==> src/rtl/reset_sequencer.sv <==
// Staggered reset release sequencer: holds N reset domains, releases them in index order,
// waits for core ready with a timeout, then gates GPI through and counts run cycles.
module reset_sequencer #(
    parameter int NUM_RESETS     = 4,
    parameter int HOLD_CYCLES    = 5,
    parameter int STAGGER_CYCLES = 2,
    parameter int READY_TIMEOUT  = 1000,
    parameter int CNT_WIDTH      = 16,
    parameter int GPI_WIDTH      = 32
) (
    input  logic                  XCLK,
    input  logic                  XRESET,
    input  logic                  start,
    input  logic                  ready,
    input  logic [GPI_WIDTH-1:0]  gpi_in,
    output logic [NUM_RESETS-1:0] rst_out,
    output logic [GPI_WIDTH-1:0]  gpi_out,
    output logic [2:0]            state,
    output logic                  done,
    output logic                  fault,
    output logic                  fault_cause,
    output logic [CNT_WIDTH-1:0]  cycle_count
);

    typedef enum logic [2:0] {
        ST_HOLD    = 3'd0,
        ST_RELEASE = 3'd1,
        ST_WAIT    = 3'd2,
        ST_RUN     = 3'd3,
        ST_FAULT   = 3'd4
    } state_e;

    localparam logic [CNT_WIDTH-1:0] HOLD_LAST    = CNT_WIDTH'(HOLD_CYCLES - 1);
    localparam logic [CNT_WIDTH-1:0] STAGGER_LAST = CNT_WIDTH'(STAGGER_CYCLES - 1);
    localparam logic [CNT_WIDTH-1:0] TIMEOUT_LAST = CNT_WIDTH'(READY_TIMEOUT - 1);
    localparam logic [CNT_WIDTH-1:0] CNT_MAX      = '1;
    localparam logic [CNT_WIDTH-1:0] CNT_ONE      = CNT_WIDTH'(1);

    state_e                  state_q, state_d;
    logic [CNT_WIDTH-1:0]    cnt_q, cnt_d;
    logic [CNT_WIDTH-1:0]    ccnt_q, ccnt_d;
    logic [NUM_RESETS-1:0]   rst_q, rst_d, rst_shift;
    logic [GPI_WIDTH-1:0]    gpi_q, gpi_d;
    logic                    done_q, done_d;
    logic                    fault_q, fault_d;
    logic                    cause_q, cause_d;
    logic                    restart;

    // Releasing bit i next is a left shift: low bits clear first, zero means all released.
    assign rst_shift = rst_q << 1;

    always_comb begin
        state_d = state_q;
        cnt_d   = cnt_q;
        ccnt_d  = ccnt_q;
        rst_d   = rst_q;
        done_d  = done_q;
        fault_d = fault_q;
        cause_d = cause_q;
        restart = 1'b0;
        gpi_d   = (state_q == ST_RUN) ? gpi_in : '0;

        case (state_q)
            ST_HOLD: begin
                if (cnt_q == HOLD_LAST) begin
                    rst_d   = rst_shift;
                    cnt_d   = '0;
                    state_d = (rst_shift == '0) ? ST_WAIT : ST_RELEASE;
                end else begin
                    cnt_d = cnt_q + CNT_ONE;
                end
            end
            ST_RELEASE: begin
                if (cnt_q == STAGGER_LAST) begin
                    rst_d = rst_shift;
                    cnt_d = '0;
                    if (rst_shift == '0) state_d = ST_WAIT;
                end else begin
                    cnt_d = cnt_q + CNT_ONE;
                end
            end
            ST_WAIT: begin
                // ready on the timeout sample still counts as success
                if (ready) begin
                    state_d = ST_RUN;
                    done_d  = 1'b1;
                    cnt_d   = '0;
                end else if (cnt_q == TIMEOUT_LAST) begin
                    state_d = ST_FAULT;
                    fault_d = 1'b1;
                    cause_d = 1'b0;
                    rst_d   = '1;
                    cnt_d   = '0;
                end else begin
                    cnt_d = cnt_q + CNT_ONE;
                end
            end
            ST_RUN: begin
                if (start) begin
                    restart = 1'b1;
                end else if (!ready) begin
                    state_d = ST_FAULT;
                    done_d  = 1'b0;
                    fault_d = 1'b1;
                    cause_d = 1'b1;
                    rst_d   = '1;
                end else if (ccnt_q != CNT_MAX) begin
                    ccnt_d = ccnt_q + CNT_ONE;
                end
            end
            ST_FAULT: begin
                if (start) restart = 1'b1;
            end
            default: restart = 1'b1;
        endcase

        if (restart) begin
            state_d = ST_HOLD;
            cnt_d   = '0;
            ccnt_d  = '0;
            rst_d   = '1;
            done_d  = 1'b0;
            fault_d = 1'b0;
            cause_d = 1'b0;
        end
    end

    always_ff @(posedge XCLK) begin
        if (XRESET) begin
            state_q <= ST_HOLD;
            cnt_q   <= '0;
            ccnt_q  <= '0;
            rst_q   <= '1;
            gpi_q   <= '0;
            done_q  <= 1'b0;
            fault_q <= 1'b0;
            cause_q <= 1'b0;
        end else begin
            state_q <= state_d;
            cnt_q   <= cnt_d;
            ccnt_q  <= ccnt_d;
            rst_q   <= rst_d;
            gpi_q   <= gpi_d;
            done_q  <= done_d;
            fault_q <= fault_d;
            cause_q <= cause_d;
        end
    end

    assign rst_out     = rst_q;
    assign gpi_out     = gpi_q;
    assign state       = state_q;
    assign done        = done_q;
    assign fault       = fault_q;
    assign fault_cause = cause_q;
    assign cycle_count = ccnt_q;

endmodule

==> config.mk <==
export PLATFORM = sky130hd
export DESIGN_NAME = reset_sequencer
export DESIGN_NICKNAME = d
export VERILOG_FILES = /design/src/rtl/reset_sequencer.sv
export SDC_FILE = /design/constraint.sdc
export NUM_CORES = 1
export LEC_CHECK = 0
export ABC_AREA = 1
export CAP_MARGIN = 0
export CELL_PAD_IN_SITES_DETAIL_PLACEMENT = 2
export CELL_PAD_IN_SITES_GLOBAL_PLACEMENT = 2
export CORE_ASPECT_RATIO = 0.75
export CORE_UTILIZATION = 28
export DETAILED_ROUTE_END_ITERATION = 12
export PLACE_DENSITY = 0.85
export SETUP_SLACK_MARGIN = 0.2
export SLEW_MARGIN = 20
export SYNTH_ARGS = -nofsm -noshare
export SYNTH_HDL_FRONTEND = slang
export SYNTH_SLANG_ARGS = --single-unit
==> constraint.sdc <==
create_clock -name XCLK -period 3.5 [get_ports XCLK]
set_clock_uncertainty 0.2 [all_clocks]
set_input_delay 0.7 -clock XCLK [delete_from_list [all_inputs] [get_ports XCLK]]
set_output_delay 0.7 -clock XCLK [all_outputs]
set_load 0.02 [all_outputs]
==> impl_metrics.py, run 1 <==
metrics = {
    "run_status": {
        "outcome": "complete, no violations",
    },
    "global_routing": {
        "grt_max_degree": 33,
        "antenna_found_initial": 0,
        "overflow": 0,
        "grtUsageTotal": 0.218,
        "grt_pass1_wl_um": 21400,
        "first_global_vias": 4195,
    },
    "synthesis": {
        "synth_cell_types": 32,
        "ys_top_cells_by_count": "nand2_1 (118), nor2_1 (87), inv_1 (76)",
        "syn_area_mm2": 0.00348,
        "yosys-top-cells-area": "dfxtp_1 (43%), nand2_1 (13%), nor2_1 (9.4%), inv_1 (8.2%), nand3_1 (5.5%)",
        "seq_area_frac_synth": 0.426,
        "synth_top_flop_cell": "dfxtp_1",
        "synth-async-reset-ratio": 0,
        "synth.most_common_cell": "nand2_1",
        "ys_ff_latch": 74,
        "synth-edff-count": 0,
        "synth_fp_nets": 548,
        "synth_top_area_share": 0.426,
        "yosys.area.top_type": "dfxtp_1",
        "synthCells": 508,
        "ys_warn_count": 0,
        "syn_area_per_cell_um2": 6.84,
    },
    "layout": {
        "fin_nets": 644,
        "postLayoutCellArea_mm2": 0.00491,
        "multi_input_area_mm2": 0.00163,
        "antennaDiodeCount": 0,
        "synthToLayoutAreaGrowth_pct": 41.4,
        "drive_gt1_frac": 0.0854,
        "regArea_mm2": 0.00148,
        "final.fill_count": 1418,
    },
    "cts": {
        "clkSinkCount": 74,
        "clk_pin_slew_ps": 60,
        "clkLatencyLatePin_ps": 340,
        "cts_tree": "built",
        "post-cts-setup-buffers": 0,
        "cts_root_buf": "clkbuf_16",
        "cts_resized": 0,
        "cts.hold.buffers_added": 0,
        "htree_levels": 3,
        "cts_made_buffers": 9,
        "cts_max_path_buffers": 2,
    },
    "power": {
        "leakagePower_nw": 2.09,
        "p_seq_frac": 0.352,
        "clkPwrFrac": 0.405,
        "power.density_mw_per_mm2": 540,
        "combPwrFrac": 0.243,
        "p_int_mw": 1.82,
        "power.total_mw": 2.66,
        "ir_drop_mv": 0.248,
        "swShare": 0.314,
        "p_switching_mw": 0.835,
    },
    "sta": {
        "finalSetupViolCount": 0,
        "rsz0062_at_grt": "false",
        "tns_ps": 0,
        "tightestPinTransition_ps": 499,
        "min_period_ps": 2410,
        "slew_violations": 0,
        "maxSlewHeadroom": 0.667,
        "hold_viol_final": 0,
        "fmax_mhz": 414,
        "period_share": 0.690,
    },
    "floorplan": {
        "fp.coreArea_mm2": 0.0118,
        "die_y_um": 98.5,
        "pin_count": 94,
        "rows": 34,
        "die_x_um": 131,
        "initial_core_util": 0.294,
        "dieArea_mm2": 0.0129,
    },
    "place": {
        "io_buffer_count": 93,
        "gp_congestion": 0.791,
        "postPlaceCellArea_mm2": 0.00457,
        "post-dp-hpwl_um": 9180,
    },
    "worst_setup_path": {
        "r2r-start": "state[2]",
        "crit_type": "reg -> out",
        "ff2ff_path_depth": 9,
        "worstPathCellList": "clkdlybuf4s50_1",
        "critical_path.top_delay_family": "buffers and inverters",
        "crit_buf_inv": 1,
        "crit_end": "state[2]",
        "worstPathRequired_ps": 2600,
        "crit_path_max_incr_delay_ps": 670,
        "r2r-end": "cnt_q[11]",
        "cp_slowest_cell": "clkdlybuf4s50_1",
        "cp-start-kind": "flop",
        "crit_path_end_kind": "output pin",
        "path_max_fanout": 7,
        "ff2ff_setup_slack_ps": 1210,
        "worstPathArrival_ps": 1510,
        "cp-startpoint": "state[2]",
        "crit_cells": 1,
    },
    "routing": {
        "initialDrtViolationCount": 67,
        "routedWlPerCell_um": 16.7,
        "via_per_inst": 4.72,
        "wirelength_um": 12900,
        "ant_nets": 0,
        "dr.pass1.iters": 4,
        "post-route-drc-count": 0,
        "num_vias": 3640,
    },
    "flow_run": {
        "drv_cap": 0,
    },
    "worst_hold_path": {
        "min_path_type": "reg -> reg",
    },
}
final cells by class:
cell class                 instances  area share
multi-input combinational        341       0.332
inverter                          83      0.0634
clock inverter                     6      0.0229
tap                              162      0.0413
clock buffer                      10      0.0466
timing repair buffer              95       0.193
sequential                        74       0.302
placed cells by master (no fill, tap or decap), types with 2 or more instances in the layout:
cell type,n
nor3_1,5
clkdlybuf4s50_1,93
ha_1,4
clkbuf_16,9
nand4_1,6
nand3_1,38
bufinv_16,3
nor2_1,87
a21oi_1,25
or2_1,2
nor2_4,5
nand2_2,6
nand2_1,118
nor2_2,4
a21oi_2,8
inv_2,7
o21ai_1,2
nand3_2,2
buf_4,2
o21ai_0,14
inv_1,76
dfxtp_1,74
xor2_1,5
cells by family after synthesis:
| logic type | synth area share |
|---|---|
| and+or+nand+nor | 0.350 |
| buffers and inverters | 0.105 |
| DFF | 0.426 |
| AOI/OAI and AO/OA | 0.0900 |
| xor gates and xnor gates | 0.0151 |
| adders and majority gates | 0.0144 |
power groups by stage:
stage               clock network [mW]  logic [mW]  registers, mW
global route                      1.13       0.727          0.940
detailed placement                   0       0.644          0.952
finish                            1.08       0.646          0.933
CTS                               1.10       0.655          0.934
floorplan                            0       0.361          0.988
global placement                     0       0.607          0.949
worst register-to-register path, cell delays in order, from the launching register on:
cell,delay (ps)
dfxtp_1,400
inv_2,150
nand2_2,240
inv_2,410
nand2_2,110
nand3_2,140
nand2_1,70
inv_2,180
nand3_1,120
a21oi_1,190
flip-flops by register name, indices dropped and copies added (netlist names):
| name | cells |
|---|---|
| gpi_out | 32 |
| cnt_q | 16 |
| cycle_count | 16 |
| rst_out | 4 |
| state | 3 |
| done | 1 |
| fault | 1 |
| fault_cause | 1 |
routing by layer:
| layer | up-vias | routed length (um) | GRT usage |
|---|---|---|---|
| met1 | 1782 | 5400 | 0.245 |
| met5 | - | 0 | 0 |
| met2 | 89 | 6330 | 0.381 |
| li1 | 1760 | - | - |
| met4 | 0 | 97 | 0.0451 |
| met3 | 9 | 1060 | 0.0934 |
worst min-delay path by stage:
stage / from / depth (start not counted) / slack [ps] / end
6_report: fault / 2 / 260 / fault
5_1_grt: fault / 2 / 290 / fault
4_1_cts: fault / 2 / 270 / fault
3_5_place_dp: fault_cause / 2 / 250 / fault_cause
3_3_place_gp: fault / 2 / 240 / fault
2_1_floorplan: cnt_q[14] / 2 / 270 / cnt_q[14]
metrics by stage:
step	util	setup slack [ps]	cells	hold WS (ps)
2_1_floorplan	-	1650	508	270
3_3_place_gp	0.387	972	755	244
3_5_place_dp	0.387	914	755	253
4_1_cts	0.415	1070	771	268
5_1_grt	0.415	996	771	294
6_report	0.415	1090	771	260
(Power assumes the default switching activity.)
==> run 2, diff against run 1 <==
CORE_UTILIZATION = 23   (was 28)
PLACE_DENSITY = 0.74   (was 0.85)
clock period = 2.1 ns   (was 3.5 ns; I/O delays follow)
==> impl_metrics.py, run 2 (synthesis gave the netlist of run 1 again) <==
metrics = {
    "layout": {
        "drive_gt1_frac": 0.161,
        "multi_input_area_mm2": 0.00177,
        "mostFrequentLayoutCells": "nand2_1 (113), nor2_1 (80), inv_1 (76)",
        "largest_reg_flops": 32,
        "fin_nets": 664,
        "synthToLayoutAreaGrowth_pct": 51.0,
        "final_common_cell": "nand2_1",
        "instances_no_fill": 828,
        "regArea_mm2": 0.00150,
        "antennaDiodeCount": 0,
        "final.fill_count": 1721,
    },
    "routing": {
        "routedWlPerCell_um": 15.5,
        "dr.pass1.iters": 4,
        "wirelength_um": 12900,
        "post-route-drc-count": 0,
        "ant_nets": 0,
        "initialDrtViolationCount": 93,
        "via_per_inst": 4.43,
        "num_vias": 3667,
    },
    "cts": {
        "cts.hold.buffers_added": 0,
        "htree_levels": 3,
        "clk_pin_slew_ps": 60,
        "cts_max_path_buffers": 2,
        "clkSinkCount": 74,
        "cts_made_buffers": 9,
        "clkLatencyLatePin_ps": 340,
        "cts_root_buf": "clkbuf_16",
        "cts_tree": "built",
    },
    "global_routing": {
        "first_global_vias": 3946,
        "grt_pass1_wl_um": 20500,
        "grt_use_met3": 0.0833,
        "overflow": 0,
        "grtUsageTotal": 0.175,
        "grt_max_degree": 33,
        "use_met2": 0.286,
        "grt_busiest_layer": "met2",
        "grtUsageMet1": 0.203,
        "antenna_found_initial": 0,
    },
    "floorplan": {
        "rows": 38,
        "initial_core_util": 0.238,
        "dieArea_mm2": 0.0156,
        "fp.coreArea_mm2": 0.0146,
        "die_y_um": 108,
        "die_x_um": 144,
        "pin_count": 94,
    },
    "worst_setup_path": {
        "crit_path_max_incr_delay_ps": 590,
        "ff2ff_setup_slack_ps": 280,
        "cp-start-kind": "flop",
        "cp_slowest_cell": "clkdlybuf4s50_1",
        "path_max_fanout": 1,
        "critical_path.top_delay_family": "buffers and inverters",
        "crit_type": "reg -> out",
        "worstPathRequired_ps": 1480,
        "r2r-end": "cycle_count[12]",
        "r2r-start": "cycle_count[8]",
        "ff2ff_path_depth": 9,
        "crit_buf_inv": 1,
        "worstPathCellList": "clkdlybuf4s50_1",
        "worstPathArrival_ps": 1240,
        "crit_path_end_kind": "output pin",
    },
    "sta": {
        "min_period_ps": 1860,
        "fmax_mhz": 538,
        "holdWs_ps": 274,
        "rsz0062_at_grt": "true",
        "layout_setup_ws_ps": 243,
        "tightestPinTransition_ps": 323,
        "period_share": 0.884,
        "maxSlewHeadroom": 0.783,
        "tns_ps": 0,
        "finalSetupViolCount": 0,
        "slew_violations": 0,
        "hold_viol_final": 0,
    },
    "place": {
        "dp_slack_ps": -17.6,
        "gp_congestion": 0.797,
        "post-dp-hpwl_um": 9400,
        "post-place-cells": 805,
        "io_buffer_count": 93,
    },
    "worst_hold_path": {
        "min_path_type": "reg -> reg",
        "hold_start": "fault",
        "worstHoldEndpoint": "fault",
        "hold_path_depth": 2,
    },
    "flow_run": {
        "drv_cap": 0,
    },
    "power": {
        "power.density_mw_per_mm2": 850,
        "leakagePower_nw": 2.57,
        "power.total_mw": 4.46,
        "ir_drop_mv": 0.365,
    },
    "run_status": {
        "outcome": "complete, no violations",
    },
}
==> run 2: changes by cell type in the layout (fill, tap and decap cells not counted), sizes merged, moves of 2 or more <==
cell / delta
clkinvlp: +2
buf: +18
dlymetal6s2s: +8
dlygate4sd2: +49
clkdlybuf4s50: -57
==> run 2: tightest hold or removal path: stages (launching register included) <==
cell     delay, ps
dfxtp_1        320
inv_1           50
a21oi_1         50
==> run 2: per-stage QoR <==
| step | cell area [um2] | util |
|---|---|---|
| detailed placement | 4750 | 0.325 |
| global route | 5250 | 0.360 |
| finish | 5250 | 0.360 |
| global placement | 4750 | 0.325 |
| floorplan | 3480 | - |
| CTS | 5120 | 0.351 |
==> run 2: how the worst max path moves through the flow <==
stage / from / endpoint / slack, ps / cells past startpoint
after floorplan: cycle_count[0] / cycle_count[1] / 250 / 9
after global placement: ready / cycle_count[2] / 40 / 6
after detailed placement: ready / cycle_count[2] / -20 / 6
after CTS: state[2] / state[2] / 60 / 1
after global routing: cnt_q[0] / state[0] / 130 / 11
final: gpi_out[10] / gpi_out[10] / 240 / 1
==> run 2: metal layers <==
metal | vias to the layer above | wire length, um
li1 | 1800 | -
met5 | - | 0
met3 | 12 | 1180
met2 | 101 | 5910
met4 | 0 | 141
met1 | 1754 | 5640
==> run 2: area by class of cell <==
class,count,share of cell area
timing repair inverter,1,0.00143
sequential,74,0.285
tap,200,0.0477
inverter,83,0.0608
multi-input combinational,342,0.336
clock inverter,6,0.0172
timing repair buffer,113,0.208
clock buffer,9,0.0429
==> run 2: what timing repair did <==
| action | 4_1_cts | 5_1_grt |
|---|---|---|
| setup endpoints to repair | 79 | 47 |
| buffers inserted | 5 | 1 |
| gates resized for setup | 70 | 36 |
| pin swaps | 4 | 4 |
| gates cloned | 2 | 0 |
==> run 2: power by group <==
part / internal [mW] / total [mW] / switching [mW]
registers: 1.49 / 1.57 / 0.0753
clock network: 1.04 / 1.68 / 0.636
logic: 0.428 / 1.22 / 0.791
total: 2.96 / 4.46 / 1.50
==> run 3, diff against run 2 <==
CORE_UTILIZATION = 28   (was 23)
PLACE_DENSITY = 0.85   (was 0.74)
RECOVER_POWER = 50   (was unset)
clock period = 2.2 ns   (was 2.1 ns; I/O delays follow)
==> impl_metrics.py, run 3 (synthesis gave the netlist of run 1 again) <==
metrics = {
    "sta": {
        "layout_setup_ws_ps": 233,
        "rsz0062_at_grt": "false",
        "slew_violations": 0,
        "min_period_ps": 1970,
        "hold_viol_final": 0,
        "finalSetupViolCount": 0,
        "tns_ps": 0,
        "holdWs_ps": 274,
        "maxSlewHeadroom": 0.574,
        "period_share": 0.894,
        "tightestPinTransition_ps": 639,
        "fmax_mhz": 508,
    },
    "place": {
        "io_buffer_count": 93,
        "post-place-cells": 766,
        "dp_slack_ps": 37.3,
        "gp_congestion": 0.772,
        "post-dp-hpwl_um": 9680,
    },
    "worst_setup_path": {
        "r2r-start": "cycle_count[0]",
        "crit_type": "reg -> reg",
        "r2r-end": "cycle_count[3]",
        "ff2ff_setup_slack_ps": 230,
        "cp_slowest_cell": "dfxtp_1",
        "worstPathRequired_ps": 2270,
        "crit_path_max_incr_delay_ps": 340,
        "crit_buf_inv": 1,
        "critical_path.top_delay_family": "simple AND/OR/NAND/NOR gates",
        "crit_top_cell": "nand2_1",
        "crit_path_end_kind": "flop",
        "path_max_fanout": 19,
        "ff2ff_path_depth": 10,
        "worstPathArrival_ps": 2040,
        "worstPathCellList": "ha_1, nand2_1, nor2_4, nand2_1, nor2_2, nor2_1, buf_12, nand2_1, a21oi_1, o21a_1",
        "cp-start-kind": "flop",
    },
    "worst_hold_path": {
        "worstHoldEndpoint": "fault",
        "min_path_type": "reg -> reg",
        "hold_path_depth": 2,
        "hold_start": "fault",
    },
    "layout": {
        "antennaDiodeCount": 0,
        "synthToLayoutAreaGrowth_pct": 43.3,
        "final_common_cell": "nand2_1",
        "utilization": 0.421,
        "drive_gt1_frac": 0.113,
        "instances_no_fill": 782,
        "mostFrequentLayoutCells": "nand2_1 (119), nor2_1 (85), inv_1 (76)",
        "largest_reg_flops": 32,
        "fin_nets": 655,
        "final.fill_count": 1408,
    },
    "routing": {
        "wirelength_um": 12700,
        "post-route-drc-count": 0,
        "num_vias": 3623,
        "routedWlPerCell_um": 16.2,
        "initialDrtViolationCount": 95,
        "via_per_inst": 4.63,
        "ant_nets": 0,
        "dr.pass1.iters": 4,
    },
    "run_status": {
        "outcome": "complete, no violations",
    },
    "power": {
        "leakagePower_nw": 2.21,
        "ir_drop_mv": 0.362,
        "power.density_mw_per_mm2": 829,
    },
    "floorplan": {
        "die_x_um": 131,
        "fp.coreArea_mm2": 0.0118,
        "pin_count": 94,
        "dieArea_mm2": 0.0129,
        "die_y_um": 98.5,
        "initial_core_util": 0.294,
        "rows": 34,
    },
    "global_routing": {
        "grtUsageTotal": 0.212,
        "overflow": 0,
        "grt_pass1_wl_um": 20800,
        "antenna_found_initial": 0,
        "grt_max_degree": 33,
        "first_global_vias": 4074,
    },
    "cts": {
        "cts_root_buf": "clkbuf_16",
        "cts.hold.buffers_added": 0,
        "cts_made_buffers": 9,
        "clk_pin_slew_ps": 60,
        "clkLatencyLatePin_ps": 330,
        "cts_tree": "built",
        "cts_max_path_buffers": 2,
        "clkSinkCount": 74,
        "post-cts-setup-buffers": 0,
        "htree_levels": 3,
    },
    "flow_run": {
        "drv_cap": 0,
    },
}
==> run 3: changes by cell type in the layout (fill, tap and decap cells not counted), sizes merged, moves of 2 or more <==
| cell | delta |
|---|---|
| clkdlybuf4s50 | +35 |
| dlygate4sd2 | -34 |
| buf | -8 |
| clkbuf | +8 |
| dlymetal6s2s | -8 |
| dlygate4sd3 | +2 |
==> run 3: area by class of cell <==
cell class,instances,area (um2),share of cell area
clock buffers,11,253,0.0507
clock inverters,5,60.1,0.0121
inverters,83,319,0.0641
multi-input cells,341,1660,0.333
flip-flops and latches,74,1490,0.298
well taps,162,203,0.0407
repair buffers,106,1000,0.201
==> run 3: power by group <==
group	internal, mW	switching (mW)	total [mW]
logic	0.384	0.705	1.09
clock network	0.944	0.600	1.54
registers	1.42	0.0711	1.49
total	2.75	1.38	4.13
==> run 3: what timing repair did <==
action / CTS / global route
endpoints found under the setup margin: 27 / 41
pin swaps: 0 / 3
resized for setup: 20 / 20
==> run 3: stage by stage <==
stage / power, mW / area (um2)
after floorplan: 2.15 / 3480
after global placement: 2.51 / 4690
after detailed placement: 2.59 / 4690
after CTS: 4.15 / 5000
after global routing: 4.34 / 4980
final: 4.13 / 4980
==> run 3: worst max-delay path by stage <==
stage                   startpoint              end  depth (start not counted)
global placement             start  cycle_count[13]                          8
CTS                       state[2]         state[2]                          1
finish              cycle_count[0]   cycle_count[3]                         10
global route        cycle_count[0]  cycle_count[14]                         11
detailed placement           start   cycle_count[2]                          9
floorplan           cycle_count[0]   cycle_count[1]                          9
==> run 3: per-layer routing <==
layer / part of all wire / global-route usage / up-vias
met5: 0 / 0 / -
met4: 0.0085 / 0.0424 / 0
met3: 0.082 / 0.0917 / 10
met2: 0.47 / 0.348 / 89
met1: 0.44 / 0.258 / 1749
li1: - / - / 1775
==> run 3: worst reg2reg max path, stage by stage (launching register included) <==
cell and delay, ps:
dfxtp_1 340, ha_1 230, nand2_1 150, nor2_4 60
nand2_1 110, nor2_2 40, nor2_1 170, buf_12 190
nand2_1 100, a21oi_1 150, o21a_1 160
